$ cat src/rtl/multicycle_ctrl.sv
// Multicycle MIPS-subset control unit.
// A single state register plus combinational next-state / control decode.
// Write enables and bad_op are gated by reset, so an in-flight access is
// dropped as soon as reset rises, without waiting for a clock edge.
//
//  state  | enc | meaning
//  -------+-----+--------------------------------------------------------
//  FETCH  |  0  | read instruction at PC, PC+4 -> PC; wait for mem_ready
//  DECODE |  1  | read registers, precompute branch target, dispatch on op
//  MEMADR |  2  | rs + sign-extended imm -> memory address (lw/sw)
//  MEMRD  |  3  | data read at ALUOut; wait for mem_ready
//  MEMWB  |  4  | load data -> rt
//  MEMWR  |  5  | data write at ALUOut; hold MemWr until mem_ready
//  EXEC   |  6  | R-type ALU operation
//  RWB    |  7  | ALU result -> rd
//  BRANCH |  8  | beq compare; PC <- target when zero
//  JUMP   |  9  | PC <- jump target
//  IEXEC  | 10  | ori: rs | zero-extended imm
//  IWB    | 11  | ALU result -> rt
//  12..15 |  -  | unused; drives nothing and returns to FETCH

module multicycle_ctrl #(
    parameter bit ORI_EN = 1'b1
) (
    input  logic       clk,
    input  logic       reset,
    input  logic [5:0] op,
    input  logic       zero,
    input  logic       mem_ready,
    output logic       PCWr,
    output logic       IRWr,
    output logic       MemWr,
    output logic       RegWr,
    output logic       IorD,
    output logic       RegDst,
    output logic       MemtoReg,
    output logic       ALUSrcA,
    output logic       ExtOp,
    output logic [1:0] ALUSrcB,
    output logic [1:0] PCSource,
    output logic [1:0] ALUOp,
    output logic [3:0] state,
    output logic       bad_op
);

    typedef enum logic [3:0] {
        FETCH  = 4'd0,
        DECODE = 4'd1,
        MEMADR = 4'd2,
        MEMRD  = 4'd3,
        MEMWB  = 4'd4,
        MEMWR  = 4'd5,
        EXEC   = 4'd6,
        RWB    = 4'd7,
        BRANCH = 4'd8,
        JUMP   = 4'd9,
        IEXEC  = 4'd10,
        IWB    = 4'd11
    } state_t;

    localparam logic [5:0] OP_RTYPE = 6'b000000;
    localparam logic [5:0] OP_LW    = 6'b100011;
    localparam logic [5:0] OP_SW    = 6'b101011;
    localparam logic [5:0] OP_BEQ   = 6'b000100;
    localparam logic [5:0] OP_J     = 6'b000010;
    localparam logic [5:0] OP_ORI   = 6'b001101;

    localparam logic [1:0] ALU_ADD = 2'b00;
    localparam logic [1:0] ALU_SUB = 2'b01;
    localparam logic [1:0] ALU_RT  = 2'b10;
    localparam logic [1:0] ALU_OR  = 2'b11;

    state_t cur_state;
    state_t nxt_state;

    // Raw write enables before reset gating.
    logic pc_wr_c;
    logic ir_wr_c;
    logic mem_wr_c;
    logic reg_wr_c;
    logic bad_op_c;

    // State register: the only storage in the block.
    always_ff @(posedge clk or posedge reset) begin
        if (reset) begin
            cur_state <= FETCH;
        end else begin
            cur_state <= nxt_state;
        end
    end

    // Next-state and control decode from state, op, zero and mem_ready.
    always_comb begin
        nxt_state = FETCH;
        pc_wr_c   = 1'b0;
        ir_wr_c   = 1'b0;
        mem_wr_c  = 1'b0;
        reg_wr_c  = 1'b0;
        bad_op_c  = 1'b0;
        IorD      = 1'b0;
        RegDst    = 1'b0;
        MemtoReg  = 1'b0;
        ALUSrcA   = 1'b0;
        ExtOp     = 1'b0;
        ALUSrcB   = 2'b00;
        PCSource  = 2'b00;
        ALUOp     = ALU_ADD;

        case (cur_state)
            FETCH: begin
                ALUSrcB = 2'b01;
                pc_wr_c = mem_ready;
                ir_wr_c = mem_ready;
                nxt_state = mem_ready ? DECODE : FETCH;
            end
            DECODE: begin
                ALUSrcB = 2'b11;
                case (op)
                    OP_RTYPE:     nxt_state = EXEC;
                    OP_LW, OP_SW: nxt_state = MEMADR;
                    OP_BEQ:       nxt_state = BRANCH;
                    OP_J:         nxt_state = JUMP;
                    OP_ORI: begin
                        if (ORI_EN) begin
                            nxt_state = IEXEC;
                        end else begin
                            bad_op_c = 1'b1;
                        end
                    end
                    default: bad_op_c = 1'b1;
                endcase
            end
            MEMADR: begin
                ALUSrcA = 1'b1;
                ALUSrcB = 2'b10;
                ExtOp   = 1'b1;
                nxt_state = (op == OP_LW) ? MEMRD : MEMWR;
            end
            MEMRD: begin
                IorD = 1'b1;
                nxt_state = mem_ready ? MEMWB : MEMRD;
            end
            MEMWB: begin
                MemtoReg = 1'b1;
                reg_wr_c = 1'b1;
            end
            MEMWR: begin
                IorD     = 1'b1;
                mem_wr_c = 1'b1;
                nxt_state = mem_ready ? FETCH : MEMWR;
            end
            EXEC: begin
                ALUSrcA = 1'b1;
                ALUOp   = ALU_RT;
                nxt_state = RWB;
            end
            RWB: begin
                RegDst   = 1'b1;
                reg_wr_c = 1'b1;
            end
            BRANCH: begin
                ALUSrcA  = 1'b1;
                ALUOp    = ALU_SUB;
                PCSource = 2'b01;
                pc_wr_c  = zero;
            end
            JUMP: begin
                PCSource = 2'b10;
                pc_wr_c  = 1'b1;
            end
            IEXEC: begin
                ALUSrcA = 1'b1;
                ALUSrcB = 2'b10;
                ALUOp   = ALU_OR;
                nxt_state = IWB;
            end
            IWB: begin
                reg_wr_c = 1'b1;
            end
            default: nxt_state = FETCH;
        endcase
    end

    assign PCWr   = pc_wr_c  & ~reset;
    assign IRWr   = ir_wr_c  & ~reset;
    assign MemWr  = mem_wr_c & ~reset;
    assign RegWr  = reg_wr_c & ~reset;
    assign bad_op = bad_op_c & ~reset;
    assign state  = cur_state;

endmodule

$ cat config.mk
export PLATFORM = sky130hd
export DESIGN_NAME = multicycle_ctrl
export DESIGN_NICKNAME = d
export VERILOG_FILES = /design/src/rtl/multicycle_ctrl.sv
export SDC_FILE = /design/constraint.sdc
export NUM_CORES = 1
export LEC_CHECK = 0
export CAP_MARGIN = 20
export CORE_MARGIN = 2
export CORE_UTILIZATION = 35
export CTS_BUF_LIST = sky130_fd_sc_hd__clkbuf_4 sky130_fd_sc_hd__clkbuf_8
export DETAILED_ROUTE_END_ITERATION = 8
export GPL_TIMING_DRIVEN = 0
export PLACE_DENSITY = 0.81
export SETUP_SLACK_MARGIN = 0.05
export SLEW_MARGIN = 10
export SYNTH_ARGS = -nofsm -noshare
export SYNTH_HDL_FRONTEND = slang
export SYNTH_SLANG_ARGS = --single-unit
$ cat constraint.sdc
create_clock -name clk -period 1.55 [get_ports clk]
set_input_delay 0.31 -clock clk [delete_from_list [all_inputs] [get_ports clk]]
set_output_delay 0.31 -clock clk [all_outputs]
set_load 0.01 [all_outputs]
# ---- Yosys cells after proc, flatten, opt, wreduce, memory -nomap -nowiden
# Index checks and enable logic that the tools add are counted.
dict set report op_classes {
  bitwise_logic 6
  n_reduce_logical 8
  muxes 20
  eq_ne 16
}
# op n
set op_table {}
lappend op_table {{4-bit one-hot mux with 7 select lines} 1}
lappend op_table {{4-bit one-hot mux with 5 select lines} 1}
lappend op_table {{4-bit by 3-bit == test with 1-bit output (second input constant)} 4}
lappend op_table {{4-bit == test (second input constant)} 4}
lappend op_table {{6-bit == test (second input constant)} 2}
lappend op_table {{2-bit one-hot mux with 3 select lines} 2}
lappend op_table {{1-bit 2-to-1 mux} 11}
lappend op_table {{3-bit 2-to-1 mux} 3}
lappend op_table {{4-bit by 2-bit == test with 1-bit output (second input constant)} 2}
lappend op_table {{6-bit by 2-bit == test with 1-bit output (second input constant)} 1}
lappend op_table {{6-bit by 3-bit == test with 1-bit output (second input constant)} 1}
lappend op_table {{6-bit by 4-bit == test with 1-bit output (second input constant)} 1}
lappend op_table {{6-bit zero test} 1}
lappend op_table {{2-bit OR reduction} 3}
lappend op_table {{6-bit OR reduction} 1}
lappend op_table {{1-bit AND} 5}
lappend op_table {{4-bit by 1-bit == test with 1-bit output (second input constant)} 1}
lappend op_table {{4-bit zero test} 1}
lappend op_table {{2-bit one-hot mux with 2 select lines} 1}
lappend op_table {{4-bit OR reduction} 1}
lappend op_table {{1-bit one-hot mux with 3 select lines} 1}
lappend op_table {{3-bit OR reduction} 1}
lappend op_table {{1-bit NOT} 1}
dict set report word_totals {
  out_inout_bits 20
  in_bits 10
  word_cells 51
  reg_bits 4
}

# ---- Depth between registers and ports, before layout
# Gate-level depths: netlist of run 1.
dict set report depth {
  depth_word 5
  mapped_depth 5
  mapped_depth_nobuf 4
}

# ---- Worst setup path after synthesis of run 1
# OpenSTA, ideal clock, no wires.
dict set report synth_path {
  path_kind {register -> output}
  start {register cur_state[1] (netlist: state[1])}
  end {output bad_op}
  t_arrival_ns 1.475
  stages_incl_launch_ff 4
  slack_ns -0.235
  cell_sequence {dfrtp_1 -> nand2b_2 -> or3_4 -> nor4b_1}
}
dict set report synth_via {
  elab_chain_cells 3
}
# element line_no
set synth_lines {}
lappend synth_lines {{start: declaration} 73} ;# state_t cur_state;
lappend synth_lines {{start signal: assignment} 88} ;# cur_state <= nxt_state;
lappend synth_lines {{4-bit by 1-bit == test with 1-bit output} 109} ;# case (cur_state)
lappend synth_lines {{1-bit 2-to-1 mux} 109}
lappend synth_lines {{1-bit AND} 188} ;# assign bad_op = bad_op_c & ~reset;
lappend synth_lines {{end: declaration} 43} ;# output logic bad_op
# Every way passes these cells.

# ---- Final worst setup path of run 1
dict set report layout_path {
  start {register cur_state[1] (netlist: state[1])}
  end {output MemWr}
}
dict set report layout_via {
  elab_chain_cells 3
}
# element line_no
set layout_lines {}
lappend layout_lines {{4-bit by 3-bit == test with 1-bit output} 109}
lappend layout_lines {{1-bit 2-to-1 mux} 109}
lappend layout_lines {{1-bit AND} 186} ;# assign MemWr = mem_wr_c & ~reset;
lappend layout_lines {{end: declaration} 32} ;# output logic MemWr,
# Every way passes these cells.

==> impl.org, run 1 <==
** Placement
- Routability-driven placement congestion ratio :: 0.781
- Summed over all nets, the half-perimeter wirelength after detailed placement is 1250 um.
- The count of buffers added on input and output ports is 29.

** Synth
- During synthesis, Yosys emitted a total of 0 warnings.
- Number of synthesized flops with an enable pin :: 0
- In this run, synthesis produced a sequential element count of 4.
- Library cell occupying the most area in the post-synthesis netlist :: sky130_fd_sc_hd__dfrtp_1
- Synthesis handed over a netlist of 76 instances.
- FFs w/ async S/R, synth :: 100%
- Mean cell area of the mapped netlist :: 6.98 sq um
- Net count after synthesis :: 86
- Top cells by area, synth :: sky130_fd_sc_hd__dfrtp_1, sky130_fd_sc_hd__nor3_1, sky130_fd_sc_hd__nor2_1, sky130_fd_sc_hd__o21ai_0, sky130_fd_sc_hd__nand2b_1
- Share of the synthesized area in the top cell type :: 18.9%
- In this run, distinct cell masters in the synthesized netlist total 33.
- For this run, the register share of the synthesized area comes to 18.9%.
- Area of the mapped netlist :: 531 sq um
- Dominant synthesized flop cell :: sky130_fd_sc_hd__dfrtp_1

** Finish
- 0 antenna diodes ended up in the layout.
- Fill cells in the final layout number 69.
- Most frequent cells in the layout :: sky130_fd_sc_hd__buf_4, sky130_fd_sc_hd__buf_2, sky130_fd_sc_hd__buf_6
- Flip-flop count of the largest register, all copies and words added :: 4
- Compared with the post-synthesis result, the final layout area differs by 146%.
- Cells with a size suffix above 1 make up 66.4% of the layout.
- The library cell used most frequently in the layout, excluding fill and tap cells, is sky130_fd_sc_hd__buf_4.
- NumNets Final :: 151

** Clocking
- TritonCTS clock tree :: built
- # H-tree levels :: 1
- Clock tree root buffer cell :: sky130_fd_sc_hd__clkbuf_4
- Clock transition time at the flip-flop clock pins of the worst setup and hold paths :: 0.05 ns
- Clock latency on the worst-skew pair :: 0.24 ns
- Buffer levels on the longest clock path :: 2
- Hold repair after CTS inserted 0 buffers.
- The number of clock buffers added by TritonCTS is 3.
- The clock net in this run drives a total of 4 sinks.

** Worst setup path
- Traced cell by cell, the critical path runs through nand2b_4 > buf_4 > buf_4 > nor3_1 > buf_2.
- Maximum fanout encountered on the critical timing path :: 3
- Counting both buffers and inverters, the worst setup path holds a total of 3.
- Critical path class :: reg2out
- Critical path's most frequent cell :: sky130_fd_sc_hd__buf_4
- CP top delay family :: buffers and inverters
- STA classifies the critical path endpoint as a primary output.
- Crit-path slowest cell :: sky130_fd_sc_hd__dfrtp_1
- In this run the critical register-to-register path is captured at state[2].
- The worst register-to-register path has a depth of 6.
- Required time at the endpoint of the critical path :: 1.24 ns
- Kind of start point of the critical path :: register
- Startpoint of the worst-slack reg-to-reg timing path :: state[1]
- In this design, the stage delay of the slowest critical-path cell is 0.41 ns.
- Reg-to-reg setup timing slack :: -0.24 ns
- STA puts the critical path data arrival time at 1.58 ns.

** Drt
- Initial drt markers :: 30
- Wire per inst :: 20.1 um
- After detailed routing, the number of remaining DRC violations is 0.
- Detail-routed via count per cell :: 6.16
- Total routed wirelength :: 3140 um
- The first TritonRoute pass finished after 4 iterations.
- The routed design uses 1560 um of met2 wire.
- Routed via count :: 961
- Met1 Routed Length :: 1280 um
- Final ANT Viol Nets :: 0
- Amount of wire on met3 after detailed routing :: 169 um
- Top metal layer carrying routed signals :: met4

** Die
- Num rows :: 14
- The region available for standard cell placement spans 1450 sq um.
- In this run the vertical extent of the chip is 42.9 um.
- Floorplan die area :: 1840 sq um
- Once the floorplan was initialized, standard cells occupied 36.5% of the core.
- 30 I/O pins were placed.
- Die boundary width :: 42.9 um

** Power and ir drop
- Dividing total power by cell area gives a power density of 646 nW/um^2.
- In this run, the clock network consumes 19.8% of the power.
- The analysis attributes to cell leakage a power of 0.000632 uW.
- Switching power as a share of total power :: 39.2%
- Share of total power in sequential cells :: 16.4%
- The internal portion of the total power is 512 uW.
- Of the total power, combinational logic draws 63.9%.
- Largest vdd supply drop :: 0.692 mV
- Switching power summed over all nets :: 330 uW

** Worst hold path
- Path class of the lowest-slack min-delay path :: in2async

** Timing
- Setup repair after global routing could not meet its margin everywhere.
- Setup slack on the critical path of the routed design comes to -0.336 ns.
- Total of endpoints with negative setup slack in the final report :: 18
- Actual slew at the worst max-slew pin :: 0.497 ns
- Hold Worst Slack :: 0.273 ns
- Share of the clock period used by the worst path :: 122%
- The worst pin sits at a relative slew slack of 66.6%.
- Total Neg Setup Slack :: -3.05 ns
- The worst path in the final design needs a cycle of 1.89 ns, including I/O delays and setup.
- The total count of hold-check failures in the final report came to 0.
- Pins over their slew limit :: 0
- Clk_skew :: 0.0132 ns
- Timing would allow up to 0.530 GHz.

** Status
- The run finished, with violations left.
- Violated checks :: setup timing

** Global routing
- Global routing used 29.2% of the available tracks.
- Entering global routing, the biggest net connects 11 pins.
- Vias in the first global route :: 856
- For this run the aggregate overflow at the end of global routing stands at 0.
- The initial antenna violation count was 0.
- The first global-routing pass estimated 4020 um of wire.

** Job
- Max-cap violations in this run came to 0.
==> cells in the mapped netlist (2+ instances only) <==
master / number
sky130_fd_sc_hd__a211o_1: 2
sky130_fd_sc_hd__nor2_1: 10
sky130_fd_sc_hd__clkbuf_1: 5
sky130_fd_sc_hd__nor4_1: 2
sky130_fd_sc_hd__xnor2_1: 2
sky130_fd_sc_hd__nand3_1: 2
sky130_fd_sc_hd__nand2_1: 4
sky130_fd_sc_hd__inv_1: 2
sky130_fd_sc_hd__dfrtp_1: 4
sky130_fd_sc_hd__nor2b_1: 3
sky130_fd_sc_hd__a21oi_1: 2
sky130_fd_sc_hd__o21a_1: 2
sky130_fd_sc_hd__o21ai_0: 6
sky130_fd_sc_hd__nor3_1: 8
sky130_fd_sc_hd__nand2b_1: 4
==> layer usage <==
layer / vias up / track usage, %
met5: - / 0
met4: 0 / 6.67
met3: 12 / 3.40
met2: 56 / 55.5
met1: 475 / 34.4
li1: 418 / -
==> how the worst max path moves through the flow <==
stage               startpoint        to  slack [ns]  depth (start not counted)
finish                state[1]     MemWr       -0.34                          5
global route          state[1]      IRWr       -0.37                          4
CTS                   state[1]    bad_op       -0.31                          4
detailed placement       op[2]    bad_op       -0.96                          6
global placement         op[2]    bad_op       -0.93                          6
floorplan             state[1]  state[2]       -0.02                          4
==> power groups by stage <==
stage	combinational, uW	clock [uW]	sequential (uW)
detailed placement	318	0	140
global placement	316	0	139
finish	538	166	138
CTS	456	163	134
floorplan	181	0	140
global route	566	178	138
==> metrics by stage <==
step | total power, uW | util [%] | std cells | area (sq um) | setup WS (ns)
floorplan | 321 | - | 76 | 568 | -0.0244
global placement | 454 | 60.4 | 121 | 878 | -0.929
detailed placement | 458 | 60.4 | 121 | 878 | -0.962
CTS | 753 | 79.4 | 148 | 1150 | -0.311
global route | 882 | 89.7 | 156 | 1300 | -0.367
finish | 842 | 89.7 | 156 | 1300 | -0.336
==> cell type report <==
type / instances / area, sq um / area share (%)
repair buffers: 61 / 488 / 37.4
plain buffers: 4 / 67.6 / 5.18
well taps: 16 / 20.0 / 1.54
flip-flops and latches: 4 / 104 / 7.97
clock buffers: 4 / 30.0 / 2.30
inverters: 2 / 7.51 / 0.576
multi-input cells: 65 / 587 / 45.0
==> what timing repair did <==
action / 4_1_cts / 5_1_grt
gates resized for setup: 113 / 24
setup buffers: 24 / 10
pin swaps: 8 / 13
setup endpoints to repair: 22 / 19
==> cell families after synthesis <==
kind of cell	share of synthesized area [%]
AOI/OAI and AO/OA	26.4
xor gates and xnor gates	3.30
buffers and inverters	4.95
DFF	18.9
and+or+nand+nor	46.5
No activity file was read; power rests on OpenSTA's default activity.
==> run 2: changes to the inputs <==
Settings changed: CORE_UTILIZATION 35 to 39, PLACE_DENSITY 0.81 to 0.86.
Clock period 1.55 ns to 1.89 ns, I/O delays scaled along.
==> run 2 against run 1 <==
Net effect:
- the run still ends with setup timing left
- count of clock-buffer cells in the layout decreased by 1
- first-iteration DRC count decreased by 47%
- clock skew decreased by 0.0053 ns
- worst hold slack improved by 0.041 ns
- flip-flop and latch count unchanged
- clock power decreased by 37%
- die area decreased by 9.3%
- critical path depth decreased by 1
- routed wire length decreased by 40%
- final cell count decreased by 17%
- non-clock buffer count decreased by 24
- critical path type unchanged
- largest cell class unchanged
- largest power group unchanged
==> impl.org, run 2 (same netlist as run 1, synthesis figures left out) <==
** Worst setup path
- In this run the critical register-to-register path is captured at state[1].
- The depth of the most critical reg-to-reg path is 4 (-2).
- The flop-to-flop setup slack is 0.24 ns (+0.48 ns).
- Startpoint of the worst-slack reg-to-reg timing path :: state[1]
- The worst setup path is launched from a register.
- Required time at the endpoint of the critical path :: 1.51 ns (+0.27 ns)
- The arrival time reported for the critical path endpoint was 1.61 ns (+0.03 ns).
- Critical path class :: reg2out
- Maximum fanout encountered on the critical timing path :: 8 (+5)
- STA classifies the critical path endpoint as a primary output.

** Timing
- The max-slew violation count is 0 (unchanged).
- The count of final setup violators was 3 (-15).
- Clk_skew :: 0.00791 ns (-0.00526 ns)
- Setup repair after global routing could not meet its margin everywhere.
- Post-route worst setup slack :: -0.102 ns (+0.234 ns)
- Actual slew at the worst max-slew pin :: 0.459 ns (-0.0377 ns)
- Share of the clock period used by the worst path :: 105%
- Maximum clock frequency :: 0.502 GHz
- The worst-case hold slack came to 0.314 ns (+0.0406 ns).
- For the finished layout, the period the worst path requires is 1.99 ns.
- The total count of hold-check failures in the final report was 0 (unchanged).
- Worst rel slew slack :: 69.1% (+2.5 points)

** Drt
- Final ANT Viol Nets :: 0 (unchanged)
- Initial drt markers :: 16 (-47%)
- The first-pass detailed-route iteration total is 4 (unchanged).
- The number of design rule violations left after detail routing is 0 (unchanged).
- The via count of the routed design came to 754 (-22%).
- Wire per inst :: 14.6 um (-28%)
- Detail-routed via count per cell :: 5.80 (-5.8%)
- The post-detailed-routing wire length was 1890 um (-40%).

** Clocking
- Clock transition time at the flip-flop clock pins of the worst setup and hold paths :: 0.04 ns (about the same)
- The clock insertion delay at the later pin of the skew report was 0.23 ns (about the same).
- The CTS buffer count is 3 (unchanged).
- The number of clock sinks is 4 (unchanged).
- Clock tree root buffer cell :: sky130_fd_sc_hd__clkbuf_4
- # H-tree levels :: 1 (unchanged)
- TritonCTS clock tree :: built
- Buffer levels on the longest clock path :: 2 (unchanged)

** Finish
- The antenna diode instance count was 0 (unchanged).
- The cell area after layout came to 966 sq um (-26%).
- The fill cell instance count of the final layout is 105 (+52%).
- The area of the multi-input gates came to 449 sq um (-23%).
- In the layout the commonest cells are sky130_fd_sc_hd__dlygate4sd2_1, sky130_fd_sc_hd__nor2_1, sky130_fd_sc_hd__nor3_1, sky130_fd_sc_hd__clkdlybuf4s50_1.
- The library cell used most frequently in the layout, excluding fill and tap cells, is sky130_fd_sc_hd__dlygate4sd2_1.
- Area added between synthesis and finish :: 82.1%
- The layout cell share with drive strength beyond 1 was 31.3% (-35 points).
- NumNets Final :: 127 (-16%)
- The total area of sequential cells is 105 sq um (+1.2%).
- The non-filler instance count after layout is 130 (-17%).
- The number of flip-flops in the largest register was 4 (unchanged).

** Placement
- Pre-CTS worst setup slack :: -0.686 ns (+0.276 ns)
- Port-buffer cells :: 29 (unchanged)
- The total placed instance area is 846 sq um (-3.7%).
- The weighted congestion reported at the end of routability-driven placement is 0.777 (-0.52%).
- The HPWL reported at the end of detailed placement came to 1200 um (-3.2%).
- # placed instances :: 120 (-0.83%)

** Status
- Violated checks :: setup timing
- The run finished, with violations left.

** Global routing
- The fraction of met1 tracks used by global routing was 27.5% (-6.8 points).
- The routing usage on met2 was 44.9% (-11 points).
- The maximum number of pins on one net before global-route repair came to 11 (unchanged).
- The global routing met3 resource utilization is 1.63% (-1.8 points).
- The initial antenna violation count is 0 (unchanged).
- The total congestion overflow after global routing came to 0 (unchanged).
- Busiest layer in global routing :: met2
- Total GRT Usage :: 23.7% (-5.5 points)
- Vias in the first global route :: 650 (-24%)
- First-pass GRT wire length :: 2680 um (-33%)

** Power and ir drop
- The proportion of power drawn by combinational gates is 58.5% (-5.4 points).
- The share of power burned in the clock network was 20.0% (+0.2 points).
- Share of total power in sequential cells :: 21.6% (+5.2 points)
- The net load switching power is 194 uW (-41%).
- The switching fraction of total power was 37.1% (-2.2 points).
- The maximum VDD drop was 0.273 mV (-61%).
- The total design power came to 522 uW (-38%).
- The cell-internal power is 329 uW (-36%).
- Leakage :: 0.000445 uW (-30%)
- The power density of the placed cells was 541 nW/um^2 (-16%).

** Die
- Die boundary width :: 40.9 um (-4.8%)
- The die height came to 40.9 um (-4.8%).
- Initial Utilization :: 41.3% (+4.8 points)
- I/O pin count :: 30 (unchanged)
- The cell row count is 13 (-1).
- The core area is 1280 sq um (-12%).
- Floorplan die area :: 1670 sq um (-9.3%)

** Job
- Maxcap violations :: 0 (unchanged)

** Worst hold path
- The worst hold path belongs to the class in2async.
==> run 2: cell types whose count changed in the layout (fill, tap and decap cells not counted), moves of 4 or more <==
cell / change
sky130_fd_sc_hd__nor3_1: +6
sky130_fd_sc_hd__clkdlybuf4s50_1: +6
sky130_fd_sc_hd__buf_2: -11
sky130_fd_sc_hd__dlygate4sd2_1: +6
sky130_fd_sc_hd__buf_6: -7
sky130_fd_sc_hd__nor3_2: -5
sky130_fd_sc_hd__buf_4: -18
sky130_fd_sc_hd__nor2_2: -4
sky130_fd_sc_hd__nor2_1: +4
==> run 2: layout make-up <==
cell class / instances / area share (%)
Multi-Input combinational cell: 65 / 46.5
Sequential cell: 4 / 10.9
Tap cell: 15 / 1.94
Timing Repair Buffer: 37 / 32.1
Clock buffer: 3 / 2.33
Inverter: 2 / 0.777
Buffer: 4 / 5.44
==> run 2: how the worst max path moves through the flow <==
stage | startpoint | to | slack, ns | depth (start not counted)
after floorplan | state[1] | bad_op | 0.17 | 3
after global placement | op[2] | bad_op | -0.67 | 6
after detailed placement | op[2] | bad_op | -0.69 | 6
after CTS | state[3] | bad_op | -0.08 | 4
after global routing | state[1] | bad_op | -0.16 | 4
final | state[1] | bad_op | -0.10 | 4
==> run 2: repair_timing <==
action | in CTS | in global routing
buffers inserted | 6 | 2
resized for setup | 55 | 17
hold buffers | 0 | 0
pin swaps | 1 | 2
setup endpoints to repair | 16 | 7
==> run 2: metal layers <==
| layer | vias up | routed length [um] |
|---|---|---|
| met4 | 0 | 0 |
| met3 | 0 | 90 |
| met1 | 353 | 845 |
| li1 | 368 | - |
| met2 | 33 | 956 |
| met5 | - | 0 |
==> run 2: critical path, cell delays in order, from the launching register on <==
cell and delay [ns]:
sky130_fd_sc_hd__dfrtp_2 0.41, sky130_fd_sc_hd__nand2b_4 0.18, sky130_fd_sc_hd__or3_4 0.37, sky130_fd_sc_hd__nor4b_4 0.25, sky130_fd_sc_hd__buf_2 0.17
==> run 2: power groups by stage <==
stage	registers, uW	clock network [uW]	logic [uW]
after global routing	113	109	327
after global placement	112	0	246
after floorplan	112	0	135
after detailed placement	112	0	248
after CTS	114	105	280
final	113	104	305
==> run 2: metrics by stage <==
stage,TNS [ns],util (%)
5_1_grt,-0.549,75.2
4_1_cts,-0.192,72.9
6_report,-0.280,75.2
3_3_place_gp,-2.20,65.8
3_5_place_dp,-2.29,65.8
2_1_floorplan,0,-
